==> src/rtl/aead_msg_sequencer_if.sv <==
// Valid/ready beat bundle with byte-enable keep mask.
// Used for upstream sources and for core-side AAD, payload and length streams.
interface aead_msg_sequencer_if #(
    parameter int BLK_BYTES = 16
);
    localparam int DATA_W = 8 * BLK_BYTES;

    logic                 valid;
    logic                 ready;
    logic [DATA_W-1:0]    data;
    logic [BLK_BYTES-1:0] keep;

    modport master (
        output valid,
        output data,
        output keep,
        input  ready
    );

    modport slave (
        input  valid,
        input  data,
        input  keep,
        output ready
    );
endinterface

==> src/rtl/aead_msg_sequencer.sv <==
// Sequences one AEAD message into the ChaCha20-Poly1305 core:
// config strobe, AAD beats, payload beats, length block, then final tag.
module aead_msg_sequencer #(
    parameter int BLK_BYTES = 16,
    parameter int LEN_W     = 32,
    parameter int WAIT_DONE = 1,
    parameter int TIMEOUT   = 0
) (
    input  logic                 clk,
    input  logic                 rst,
    input  logic                 start,
    input  logic                 abort,
    input  logic [LEN_W-1:0]     aad_len,
    input  logic [LEN_W-1:0]     pld_len,
    output logic                 busy,
    output logic                 done,
    output logic                 err,
    aead_msg_sequencer_if.slave  s_aad,
    aead_msg_sequencer_if.slave  s_pld,
    output logic                 cfg_we,
    aead_msg_sequencer_if.master aad,
    aead_msg_sequencer_if.master pld,
    aead_msg_sequencer_if.master len,
    input  logic                 aad_done,
    input  logic                 pld_done,
    input  logic                 lens_done,
    input  logic [127:0]         tag_pre_xor,
    input  logic                 tag_pre_xor_valid,
    input  logic [127:0]         tagmask,
    input  logic                 tagmask_valid,
    output logic [127:0]         tag_out,
    output logic                 tag_valid,
    input  logic                 tag_ready
);
    localparam int DATA_W = 8 * BLK_BYTES;
    localparam int RW = LEN_W + 1;
    localparam bit WD = (WAIT_DONE != 0);
    localparam logic [RW-1:0] BLK = RW'(BLK_BYTES);

    typedef enum logic [2:0] {
        S_IDLE, S_CFG, S_AAD, S_PLD, S_LEN, S_TAG, S_OUT, S_ERR
    } state_t;

    state_t state, state_n;
    logic [LEN_W-1:0] aad_len_q, pld_len_q;
    logic [RW-1:0] rem;
    logic wait_q, last_q;
    logic [127:0] pre_q, mask_q;
    logic pre_v, mask_v;
    logic [31:0] wd_cnt;

    logic in_aad, in_pld, last;
    logic hs_aad, hs_pld, hs_len, hs_tag;
    logic wd_hit, stall, clr;
    logic [BLK_BYTES-1:0] keep;
    logic [DATA_W-1:0] keep_bits, len_blk;

    assign in_aad = (state == S_AAD) && !wait_q;
    assign in_pld = (state == S_PLD) && !wait_q;
    assign last   = rem <= BLK;

    always_comb begin
        keep = '0;
        keep_bits = '0;
        for (int i = 0; i < BLK_BYTES; i++) begin
            keep[i] = rem > RW'(i);
            keep_bits[8*i +: 8] = {8{keep[i]}};
        end
        len_blk = '0;
        len_blk[63:0]   = 64'(aad_len_q);
        len_blk[127:64] = 64'(pld_len_q);
    end

    assign aad.valid   = in_aad && s_aad.valid;
    assign s_aad.ready = in_aad && aad.ready;
    assign aad.keep    = in_aad ? keep : '0;
    assign aad.data    = in_aad ? (s_aad.data & keep_bits) : '0;

    assign pld.valid   = in_pld && s_pld.valid;
    assign s_pld.ready = in_pld && pld.ready;
    assign pld.keep    = in_pld ? keep : '0;
    assign pld.data    = in_pld ? (s_pld.data & keep_bits) : '0;

    assign len.valid = (state == S_LEN) && !wait_q;
    assign len.keep  = '0;
    assign len.data  = (state == S_LEN) ? len_blk : '0;

    assign hs_aad = aad.valid && aad.ready;
    assign hs_pld = pld.valid && pld.ready;
    assign hs_len = len.valid && len.ready;
    assign hs_tag = tag_valid && tag_ready;

    assign busy      = state != S_IDLE;
    assign err       = state == S_ERR;
    assign cfg_we    = state == S_CFG;
    assign tag_valid = state == S_OUT;
    assign done      = hs_tag;
    assign wd_hit    = (TIMEOUT > 0) && (wd_cnt >= 32'(TIMEOUT));

    always_comb begin
        state_n = state;
        if (abort) begin
            state_n = S_IDLE;
        end else if (wd_hit && state != S_IDLE && state != S_ERR) begin
            state_n = S_ERR;
        end else begin
            unique case (state)
                S_IDLE, S_ERR: if (start) state_n = S_CFG;
                S_CFG: state_n = (aad_len_q != '0) ? S_AAD :
                                 (pld_len_q != '0) ? S_PLD : S_LEN;
                S_AAD: if (wait_q ? (aad_done && last_q) : (hs_aad && last && !WD))
                    state_n = (pld_len_q != '0) ? S_PLD : S_LEN;
                S_PLD: if (wait_q ? (pld_done && last_q) : (hs_pld && last && !WD))
                    state_n = S_LEN;
                S_LEN: if (wait_q ? lens_done : (hs_len && !WD)) state_n = S_TAG;
                S_TAG: if (pre_v && mask_v) state_n = S_OUT;
                S_OUT: if (hs_tag) state_n = S_IDLE;
                default: state_n = S_IDLE;
            endcase
        end
    end

    // Watchdog only advances while we are the ones waiting on the core.
    always_comb begin
        stall = 1'b0;
        unique case (state)
            S_AAD:   stall = wait_q || (aad.valid && !aad.ready);
            S_PLD:   stall = wait_q || (pld.valid && !pld.ready);
            S_LEN:   stall = wait_q || (len.valid && !len.ready);
            S_TAG:   stall = 1'b1;
            default: stall = 1'b0;
        endcase
        clr = hs_aad || hs_pld || hs_len || hs_tag
           || aad_done || pld_done || lens_done
           || (state_n != state)
           || (in_aad && !s_aad.valid) || (in_pld && !s_pld.valid);
    end

    always_ff @(posedge clk or posedge rst) begin
        if (rst) begin
            state     <= S_IDLE;
            aad_len_q <= '0;
            pld_len_q <= '0;
            rem       <= '0;
            wait_q    <= 1'b0;
            last_q    <= 1'b0;
            pre_q     <= '0;
            mask_q    <= '0;
            pre_v     <= 1'b0;
            mask_v    <= 1'b0;
            tag_out   <= '0;
            wd_cnt    <= '0;
        end else begin
            state <= state_n;
            if (clr)
                wd_cnt <= '0;
            else if (stall && TIMEOUT > 0)
                wd_cnt <= wd_cnt + 32'd1;
            if ((state == S_IDLE || state == S_ERR) && start && !abort) begin
                aad_len_q <= aad_len;
                pld_len_q <= pld_len;
            end
            if (state_n != state) begin
                wait_q <= 1'b0;
                last_q <= 1'b0;
                if (state_n == S_AAD) rem <= {1'b0, aad_len_q};
                if (state_n == S_PLD) rem <= {1'b0, pld_len_q};
                if (state_n == S_OUT) tag_out <= pre_q ^ mask_q;
                if (state_n == S_CFG || state_n == S_IDLE) begin
                    pre_v  <= 1'b0;
                    mask_v <= 1'b0;
                end
            end else begin
                if (hs_aad || hs_pld) begin
                    if (!last) rem <= rem - BLK;
                    if (WD) begin
                        wait_q <= 1'b1;
                        last_q <= last;
                    end
                end
                if (hs_len && WD) wait_q <= 1'b1;
                if (wait_q && ((state == S_AAD && aad_done) ||
                               (state == S_PLD && pld_done)))
                    wait_q <= 1'b0;
            end
            // Tag halves may arrive in either order, so each latches alone.
            if (state == S_LEN || state == S_TAG) begin
                if (tag_pre_xor_valid && !pre_v) begin
                    pre_q <= tag_pre_xor;
                    pre_v <= 1'b1;
                end
                if (tagmask_valid && !mask_v) begin
                    mask_q <= tagmask;
                    mask_v <= 1'b1;
                end
            end
        end
    end
endmodule

==> src/flat_wrapper.sv <==
// flat-port wrapper written by rule: the top's interface ports become plain ports
module aead_msg_sequencer_flat 
#(
    parameter int BLK_BYTES = 16,
    parameter int LEN_W     = 32,
    parameter int WAIT_DONE = 1,
    parameter int TIMEOUT   = 0
)
  (clk, rst, start, abort, aad_len, pld_len, busy, done, err, cfg_we, aad_done, pld_done, lens_done, tag_pre_xor, tag_pre_xor_valid, tagmask, tagmask_valid, tag_out, tag_valid, tag_ready, s_aad_valid, s_aad_data, s_aad_keep, s_aad_ready, s_pld_valid, s_pld_data, s_pld_keep, s_pld_ready, aad_valid, aad_data, aad_keep, aad_ready, pld_valid, pld_data, pld_keep, pld_ready, len_valid, len_data, len_keep, len_ready);
  aead_msg_sequencer_if #(.BLK_BYTES(BLK_BYTES)) s_aad_i ();
  aead_msg_sequencer_if #(.BLK_BYTES(BLK_BYTES)) s_pld_i ();
  aead_msg_sequencer_if #(.BLK_BYTES(BLK_BYTES)) aad_i ();
  aead_msg_sequencer_if #(.BLK_BYTES(BLK_BYTES)) pld_i ();
  aead_msg_sequencer_if #(.BLK_BYTES(BLK_BYTES)) len_i ();
  input  logic clk;
  input  logic rst;
  input  logic start;
  input  logic abort;
  input  logic [LEN_W-1:0] aad_len;
  input  logic [LEN_W-1:0] pld_len;
  output logic busy;
  output logic done;
  output logic err;
  output logic cfg_we;
  input  logic aad_done;
  input  logic pld_done;
  input  logic lens_done;
  input  logic [127:0] tag_pre_xor;
  input  logic tag_pre_xor_valid;
  input  logic [127:0] tagmask;
  input  logic tagmask_valid;
  output logic [127:0] tag_out;
  output logic tag_valid;
  input  logic tag_ready;
  input wire logic [$bits(s_aad_i.valid)-1:0] s_aad_valid;
  input wire logic [$bits(s_aad_i.data)-1:0] s_aad_data;
  input wire logic [$bits(s_aad_i.keep)-1:0] s_aad_keep;
  output wire logic [$bits(s_aad_i.ready)-1:0] s_aad_ready;
  input wire logic [$bits(s_pld_i.valid)-1:0] s_pld_valid;
  input wire logic [$bits(s_pld_i.data)-1:0] s_pld_data;
  input wire logic [$bits(s_pld_i.keep)-1:0] s_pld_keep;
  output wire logic [$bits(s_pld_i.ready)-1:0] s_pld_ready;
  output wire logic [$bits(aad_i.valid)-1:0] aad_valid;
  output wire logic [$bits(aad_i.data)-1:0] aad_data;
  output wire logic [$bits(aad_i.keep)-1:0] aad_keep;
  input wire logic [$bits(aad_i.ready)-1:0] aad_ready;
  output wire logic [$bits(pld_i.valid)-1:0] pld_valid;
  output wire logic [$bits(pld_i.data)-1:0] pld_data;
  output wire logic [$bits(pld_i.keep)-1:0] pld_keep;
  input wire logic [$bits(pld_i.ready)-1:0] pld_ready;
  output wire logic [$bits(len_i.valid)-1:0] len_valid;
  output wire logic [$bits(len_i.data)-1:0] len_data;
  output wire logic [$bits(len_i.keep)-1:0] len_keep;
  input wire logic [$bits(len_i.ready)-1:0] len_ready;
  assign s_aad_i.valid = s_aad_valid;
  assign s_aad_i.data = s_aad_data;
  assign s_aad_i.keep = s_aad_keep;
  assign s_aad_ready = s_aad_i.ready;
  assign s_pld_i.valid = s_pld_valid;
  assign s_pld_i.data = s_pld_data;
  assign s_pld_i.keep = s_pld_keep;
  assign s_pld_ready = s_pld_i.ready;
  assign aad_valid = aad_i.valid;
  assign aad_data = aad_i.data;
  assign aad_keep = aad_i.keep;
  assign aad_i.ready = aad_ready;
  assign pld_valid = pld_i.valid;
  assign pld_data = pld_i.data;
  assign pld_keep = pld_i.keep;
  assign pld_i.ready = pld_ready;
  assign len_valid = len_i.valid;
  assign len_data = len_i.data;
  assign len_keep = len_i.keep;
  assign len_i.ready = len_ready;
  aead_msg_sequencer #(.BLK_BYTES(BLK_BYTES), .LEN_W(LEN_W), .WAIT_DONE(WAIT_DONE), .TIMEOUT(TIMEOUT)) u_core (.clk(clk), .rst(rst), .start(start), .abort(abort), .aad_len(aad_len), .pld_len(pld_len), .busy(busy), .done(done), .err(err), .s_aad(s_aad_i), .s_pld(s_pld_i), .cfg_we(cfg_we), .aad(aad_i), .pld(pld_i), .len(len_i), .aad_done(aad_done), .pld_done(pld_done), .lens_done(lens_done), .tag_pre_xor(tag_pre_xor), .tag_pre_xor_valid(tag_pre_xor_valid), .tagmask(tagmask), .tagmask_valid(tagmask_valid), .tag_out(tag_out), .tag_valid(tag_valid), .tag_ready(tag_ready));
endmodule
==> config.mk <==
export PLATFORM = sky130hd
export DESIGN_NAME = aead_msg_sequencer_flat
export DESIGN_NICKNAME = d
export VERILOG_FILES = /design/src/rtl/aead_msg_sequencer_if.sv /design/src/rtl/aead_msg_sequencer.sv /design/src/flat_wrapper.sv
export SDC_FILE = /design/constraint.sdc
export NUM_CORES = 1
export LEC_CHECK = 0
export CAP_MARGIN = 20
export CORE_AREA = 2 2 461 463
export CTS_CLUSTER_DIAMETER = 200
export DETAILED_ROUTE_END_ITERATION = 6
export DIE_AREA = 0 0 463 465
export GPL_TIMING_DRIVEN = 0
export PLACE_DENSITY = 0.3
export REMOVE_ABC_BUFFERS = 1
export SYNTH_ARGS = -nofsm -noshare
export SYNTH_HDL_FRONTEND = slang
export SYNTH_SLANG_ARGS = --single-unit
==> constraint.sdc <==
create_clock -name clk -period 29.5 [get_ports clk]
set_input_delay 4.425 -clock clk [delete_from_list [all_inputs] [get_ports clk]]
set_output_delay 4.425 -clock clk [all_outputs]
set_load 0.02 [all_outputs]
==> results of run 1 <==
==> cell type report <==
type                       count  area, µm²  area share, %
inverter                      26      105.1         0.2577
sequential                   488      12210          29.95
antenna                       50      125.1         0.3068
tap                         2821       3530          8.655
clock inverter                17      162.7         0.3989
timing repair buffer        1154      11780          28.89
multi-input combinational   1494      10700          26.23
clock buffer                 108       2170          5.320
==> power groups by stage <==
stage                     combinational, W  clock (W)  sequential, W
after floorplan                    0.00104          0        0.00133
after global placement             0.00207          0        0.00134
after detailed placement           0.00201          0        0.00133
after CTS                          0.00202   0.000925        0.00132
after global routing               0.00213   0.000948        0.00137
final                              0.00197   0.000875        0.00131
==> critical path: cells and delay by family <==
kind	cells	cell delay, ns
buf+inv	3	1.35
simple gates	1	0.53
==> sequential cells by signal, indices dropped and copies added, names as in the netlist <==
signal / cells
u_core.aad_len_q: 32
u_core.tag_out: 128
u_core.last_q: 1
u_core.mask_q: 128
u_core.pld_len_q: 32
u_core.pre_v: 1
u_core.wait_q: 1
u_core.state: 3
u_core.pre_q: 128
u_core.mask_v: 1
u_core.rem: 33
==> per-layer routing <==
| layer | GRT usage, % | vias up | wire length [µm] |
|---|---|---|---|
| met1 | 14.19 | 10120 | 53670 |
| met2 | 26.46 | 968 | 83170 |
| met4 | 6.145 | 86 | 7062 |
| met5 | 0 | - | 563 |
| met3 | 6.105 | 335 | 15510 |
| li1 | - | 9367 | - |
==> cells by family after synthesis <==
family | count (synthesis)
flops | 488
buf+inv | 208
other cells | 1
xor+xnor | 128
compound gates | 254
fa+ha+maj | 2
simple gates | 662
mux | 368
==> through the flow <==
| step | util, % | hold slack (ns) | total power, W | cells | cell area, µm² |
|---|---|---|---|---|---|
| floorplan | - | 0.4665 | 0.002377 | 2008 | 22950 |
| global placement | 17.69 | 0.4760 | 0.003410 | 5909 | 37290 |
| detailed placement | 18.17 | 0.4877 | 0.003346 | 5982 | 38320 |
| CTS | 19.28 | 0.5005 | 0.004271 | 6107 | 40650 |
| global route | 19.30 | 0.5285 | 0.004447 | 6124 | 40700 |
| finish | 19.34 | 0.4953 | 0.004153 | 6158 | 40780 |
==> cell usage after synthesis (all sizes together) (2+ instances only) <==
library cell	instances	area, µm²
o311a	2	20.02
nand3b	2	15.01
ha	2	25.02
dfrtp	488	12210
a21oi	160	804.5
nor3b	2	15.01
nor3	17	90.09
o32ai	2	17.52
and2	324	2027
o21a	2	15.01
o311ai	3	26.28
and4	2	17.52
and3	7	43.79
nand3	13	65.06
a21o	4	30.03
mux2i	33	330.3
a32oi	2	17.52
buf	135	882.1
mux2	335	3772
o21ai	28	143.9
xnor2	128	1121
nor4	24	150.1
nor2	197	744.5
nand2b	7	43.79
a211o	2	17.52
or4	7	60.06
or3	3	18.77
a31oi	3	25.02
o22ai	6	37.54
a22o	6	52.55
or2	3	18.78
inv	26	97.59
clkbuf	47	176.4
a32o	5	50.05
o22a	5	43.79
a211oi	4	35.03
a22oi	11	82.58
nand2	41	153.9
nand4	8	50.05
nor4b	2	32.53
a311oi	2	17.52
==> how the worst max path moves through the flow <==
stage                   start  slack [ns]  cells past startpoint                         endpoint
finish              aad_ready       18.75                      4                      s_aad_ready
global route        tag_ready       18.65                      6                             done
CTS                 aad_ready       18.68                      4                      s_aad_ready
detailed placement  aad_ready       18.69                      4                      s_aad_ready
global placement          rst        0.68                      2    u_core.pre_q[103]$_DFFE_PP0P_
floorplan                 rst       11.46                      1  u_core.aad_len_q[0]$_DFFE_PP0P_
==> results_dict.tcl, run 1 <==
set metrics [dict create \
    final_common_cell "clkdlybuf4s50_1" \
    p_comb_share_pct 47.3 \
    coreArea_um2 210800 \
    hold_path.class "reg -> reg" \
    critPathKind "in -> out" \
    layout-drive-gt1-share_pct 16.55 \
    cp_cell_sequence "clkdlybuf4s50_1 -> inv_1 -> nor2_1 -> clkdlybuf4s50_1" \
    critPathArrivalTime_ns 6.32 \
    totalWireLength_um 160000 \
    swShare_pct 39.74 \
    end_kind "output port" \
    synth_area_um2 23710 \
    nNetsFinal 3860 \
    drtIter0Drc 825 \
    cp_data_required_time_ns 25.08 \
    period_needed_ns 10.75 \
    synth_fa_ha_area_share_pct 0.1055 \
    fin_setup_tns_ns 0 \
    cts-root-buf "clkbuf_16" \
    postCtsSetupRepairBufs 0 \
    synth-compound-area-share_pct 6.396 \
    r2r_cells 16 \
    switchingPower_w 0.001651 \
    reg2reg_slack_ns 24.39 \
    p_clk_share_pct 21.1 \
    syn_inst 2111 \
    dp_hpwl_um 137300 \
    synth_edf_count 0 \
    ys_warn_count 0 \
    grtUsageTotal_pct 14.45 \
    io_buffer_count 1080 \
    seq_power_share_pct 31.6 \
    syn2layout_area_growth_pct 72.00 \
    antenna_left 0 \
    synthArstFlopShare_pct 100.0 \
    dr.pass1.iters 5 \
    grt_pass1_wl_um 209100 \
    setup_viol_count_final 0 \
    grt_antenna_before_repair 151 \
    holdPathEnd "u_core.rem[25]$_DFFE_PP0P_" \
    yosysSeqAreaShare_pct 51.51 \
    fmax_mhz 93.04 \
    ys_seq_elements 488 \
    cpMostUsedCell "clkdlybuf4s50_1" \
    initial_utilization_pct 11.25 \
    pre_cts_slack_ns 18.69 \
    grt_remaining_overflow 0 \
    holdPathStages 1 \
    postCtsHoldBufs 0 \
    hold_violations 0 \
    grt_pass1_vias 21490 \
    slowest_delay_ns 0.85 \
    cts_tree "done" \
    die-area_um2 215300 \
    ios 1193 \
    p_leak_nw 15.53 \
    cts_buffers 71 \
    cp_max_fo 2 \
    num_rows 169 \
    die_height_um 465 \
    clkSinkCount 488 \
    max_slew.worst_pin.slew_ns 1.035 \
    slowest_stage "clkdlybuf4s50_1" \
    cts_max_level 3 \
    avgSynthCellArea_um2 11.23 \
    drc 0 \
    grt_start_max_net_pins 101 \
    startpoint_type "input port" \
    clockBufferDepth 3 \
    final_cell_mix "1080 x clkdlybuf4s50_1, 488 x dfrtp_1, 335 x mux2_2, 323 x and2_1, 194 x nor2_1" \
    vdd_drop_max_mv 0.04382 \
    clk_pin_slew_ns 0.06 \
    synth_xor_area_share_pct 4.728 \
    rsz0062_at_grt "false" \
    outcome "complete, no violations" \
    via_count 20880 \
    clock_latency_ns 0.68 \
    avgViaCountPerCell 3.390 \
    fin_ws_ns 18.75 \
    fin_crit_sh_pct 36.43 \
    gp_congestion 0.8638 \
    slew_viol_final 0 \
    synthMuxAreaShare_pct 17.30 \
    cts_resized 0 \
    fillCellCount 23280 \
    r2r_end "u_core.tag_out[103]$_DFFE_PP0P_" \
    slew_headroom_pct 30.78 \
    intPower_w 0.002503 \
    synth_flop_cell "dfrtp_1" \
    p_per_area_nw_per_um2 101.8 \
    maxCapViolations 0 \
    routedWlPerCell_um 25.98 \
    synth-simple-area-share_pct 15.07 \
    hold_path_startpoint "u_core.rem[25]$_DFFE_PP0P_" \
    clock_skew_ns 0.03219 \
    synth_top_family_by_area "multiplexers" \
    r2r_start "u_core.pld_len_q[9]$_DFFE_PP0P_" \
    synth_cell_types 65 \
    die_w_um 463 \
]
No activity file was read; power rests on OpenSTA's default activity.
==> run 2, diff against run 1 <==
PLACE_DENSITY = 0.31   (was 0.3)
clock period = 8.9 ns   (was 29.5 ns; I/O delays follow)
==> results_dict.tcl, run 2 (synthesis gave the netlist of run 1 again) <==
set metrics [dict create \
    routedWlPerCell_um 25.81 \
    grt_antenna_before_repair 140 \
    clock_skew_ns 0.03511 \
    cts_resized 0 \
    slowest_stage "nor3_1" \
    dp_hpwl_um 136200 \
    postCtsSetupRepairBufs 0 \
    cts_max_level 3 \
    final_common_cell "clkdlybuf4s50_1" \
    die_height_um 465 \
    multi_input_area_um2 10700 \
    critPathKind "reg -> out" \
    r2r_cells 17 \
    gp_congestion 0.8915 \
    fin_crit_sh_pct 78.81 \
    wl_met2_um 81810 \
    grt_pass1_vias 21460 \
    nNetsFinal 3867 \
    holdPathEnd "u_core.rem[25]$_DFFE_PP0P_" \
    antenna_left 0 \
    cpMostUsedCell "and2_1" \
    cp_max_fo 11 \
    ios 1193 \
    dr.max_layer_used "met5" \
    io_buffer_count 1080 \
    hold_path.class "reg -> reg" \
    fin_setup_tns_ns 0 \
    placed_area_um2 38400 \
    slew_viol_final 0 \
    die_w_um 463 \
    clock_latency_ns 0.68 \
    layout-drive-gt1-share_pct 16.86 \
    clkSinkCount 488 \
    drtIter0Drc 928 \
    holdPathStages 1 \
    grtUsageTotal_pct 14.35 \
    register_area_um2 12210 \
    postCtsHoldBufs 0 \
    grt_start_max_net_pins 104 \
    period_needed_ns 7.014 \
    crit_buf_inv 1 \
    startpoint_type "flip-flop" \
    clockBufferDepth 3 \
    end_kind "output port" \
    timing.hold.ws_ns 0.4999 \
    syn2layout_area_growth_pct 72.87 \
    wl_met1_um 53270 \
    cp_cell_sequence "or4_1 -> nor3_1 -> and2_1 -> nand2_1 -> a21oi_2 -> a21oi_1 -> o22ai_1 -> nor2_1 -> and2_1 -> clkdlybuf4s50_1" \
    r2r_start "u_core.pld_len_q[4]$_DFFE_PP0P_" \
    p_leak_nw 15.62 \
    via_count 20850 \
    top_regs "u_core.mask_q: 128 flops, u_core.pre_q: 128 flops, u_core.tag_out: 128 flops" \
    r2r_end "u_core.tag_out[18]$_DFFE_PP0P_" \
    rsz0062_at_grt "false" \
    maxCapViolations 0 \
    route.met3.wl_um 14950 \
    final_cell_mix "1080 x clkdlybuf4s50_1, 488 x dfrtp_1, 335 x mux2_2, 323 x and2_1, 194 x nor2_1" \
    drc 0 \
    grt_remaining_overflow 0 \
    clk_pin_slew_ns 0.06 \
    grt_pass1_wl_um 208100 \
    cpLargestDelayFamily "simple AND/OR/NAND/NOR gates" \
    vdd_drop_max_mv 0.1541 \
    fillCellCount 23300 \
    hold_path_startpoint "u_core.rem[25]$_DFFE_PP0P_" \
    die-area_um2 215300 \
    num_rows 169 \
    cts_tree "done" \
    totalWireLength_um 159000 \
    hold_violations 0 \
    dr.pass1.iters 5 \
    fmax_mhz 142.6 \
    slew_headroom_pct 23.52 \
    cts-root-buf "clkbuf_16" \
    max_slew.worst_pin.slew_ns 1.138 \
    reg2reg_slack_ns 3.82 \
    cts_buffers 75 \
    cp_data_required_time_ns 7.57 \
    initial_utilization_pct 11.25 \
    coreArea_um2 210800 \
    critPathArrivalTime_ns 5.68 \
    p_per_area_nw_per_um2 340.3 \
    finalInstanceArea_um2 40990 \
    slowest_delay_ns 0.89 \
    outcome "complete, no violations" \
    setup_viol_count_final 0 \
    avgViaCountPerCell 3.384 \
]
## run 2: final cells by class
cell class                      count  share of cell area (%)
Antenna cell                       44                  0.2686
Timing Repair Buffer             1157                   28.95
Tap cell                         2821                   8.612
Clock buffer                      110                   5.468
Multi-Input combinational cell   1494                   26.10
Inverter                           26                  0.2564
Clock inverter                     23                  0.5556
Sequential cell                   488                   29.80
## run 2: layer usage
layer	track usage, %	up-vias
li1	-	9377
met3	5.639	350
met5	0	-
met2	26.24	963
met1	14.21	10070
met4	6.541	90
## run 2: worst register-to-register path, cell delays in order (launching register included)
cell and delay (ns):
dfrtp_1 0.51, nor4_1 0.77, nand4_1 0.38, or2_1 0.36
o211a_1 0.15, o21ai_0 0.29, a211oi_4 0.17, a2111oi_4 0.69
buf_6 0.26, buf_8 0.18, buf_8 0.16, buf_8 0.17
buf_8 0.17, buf_8 0.17, buf_6 0.19, buf_6 0.20
nor2_1 0.06, a21oi_1 0.12
## run 2: worst max-delay path by stage
| stage | from | to | slack [ns] | cells after the start |
|---|---|---|---|---|
| 2_1_floorplan | rst | u_core.aad_len_q[0]$_DFFE_PP0P_ | -6.05 | 1 |
| 5_1_grt | u_core.rem[11]$_DFFE_PP0P_ | aad_data[89] | 1.60 | 10 |
| 3_5_place_dp | u_core.rem[13]$_DFFE_PP0P_ | aad_data[89] | 2.50 | 10 |
| 4_1_cts | u_core.rem[11]$_DFFE_PP0P_ | aad_data[89] | 1.71 | 10 |
| 3_3_place_gp | rst | u_core.pre_q[3]$_DFFE_PP0P_ | -16.81 | 2 |
| 6_report | u_core.rem[13]$_DFFE_PP0P_ | aad_data[89] | 1.89 | 10 |
## run 2: power breakdown
| part | switching (W) | internal, W |
|---|---|---|
| clock | 0.00120 | 0.00180 |
| combinational | 0.00333 | 0.00324 |
| sequential | 0.00101 | 0.00336 |
## run 2: metrics by stage
step / worst slack, ns / total power [W] / utilization [%] / instances
after floorplan: -6.054 / 0.007879 / - / 2008
after global placement: -16.81 / 0.01134 / 17.69 / 5909
after detailed placement: 2.501 / 0.01117 / 18.21 / 5985
after CTS: 1.708 / 0.01436 / 19.39 / 6118
after global routing: 1.600 / 0.01493 / 19.42 / 6142
final: 1.886 / 0.01395 / 19.44 / 6163
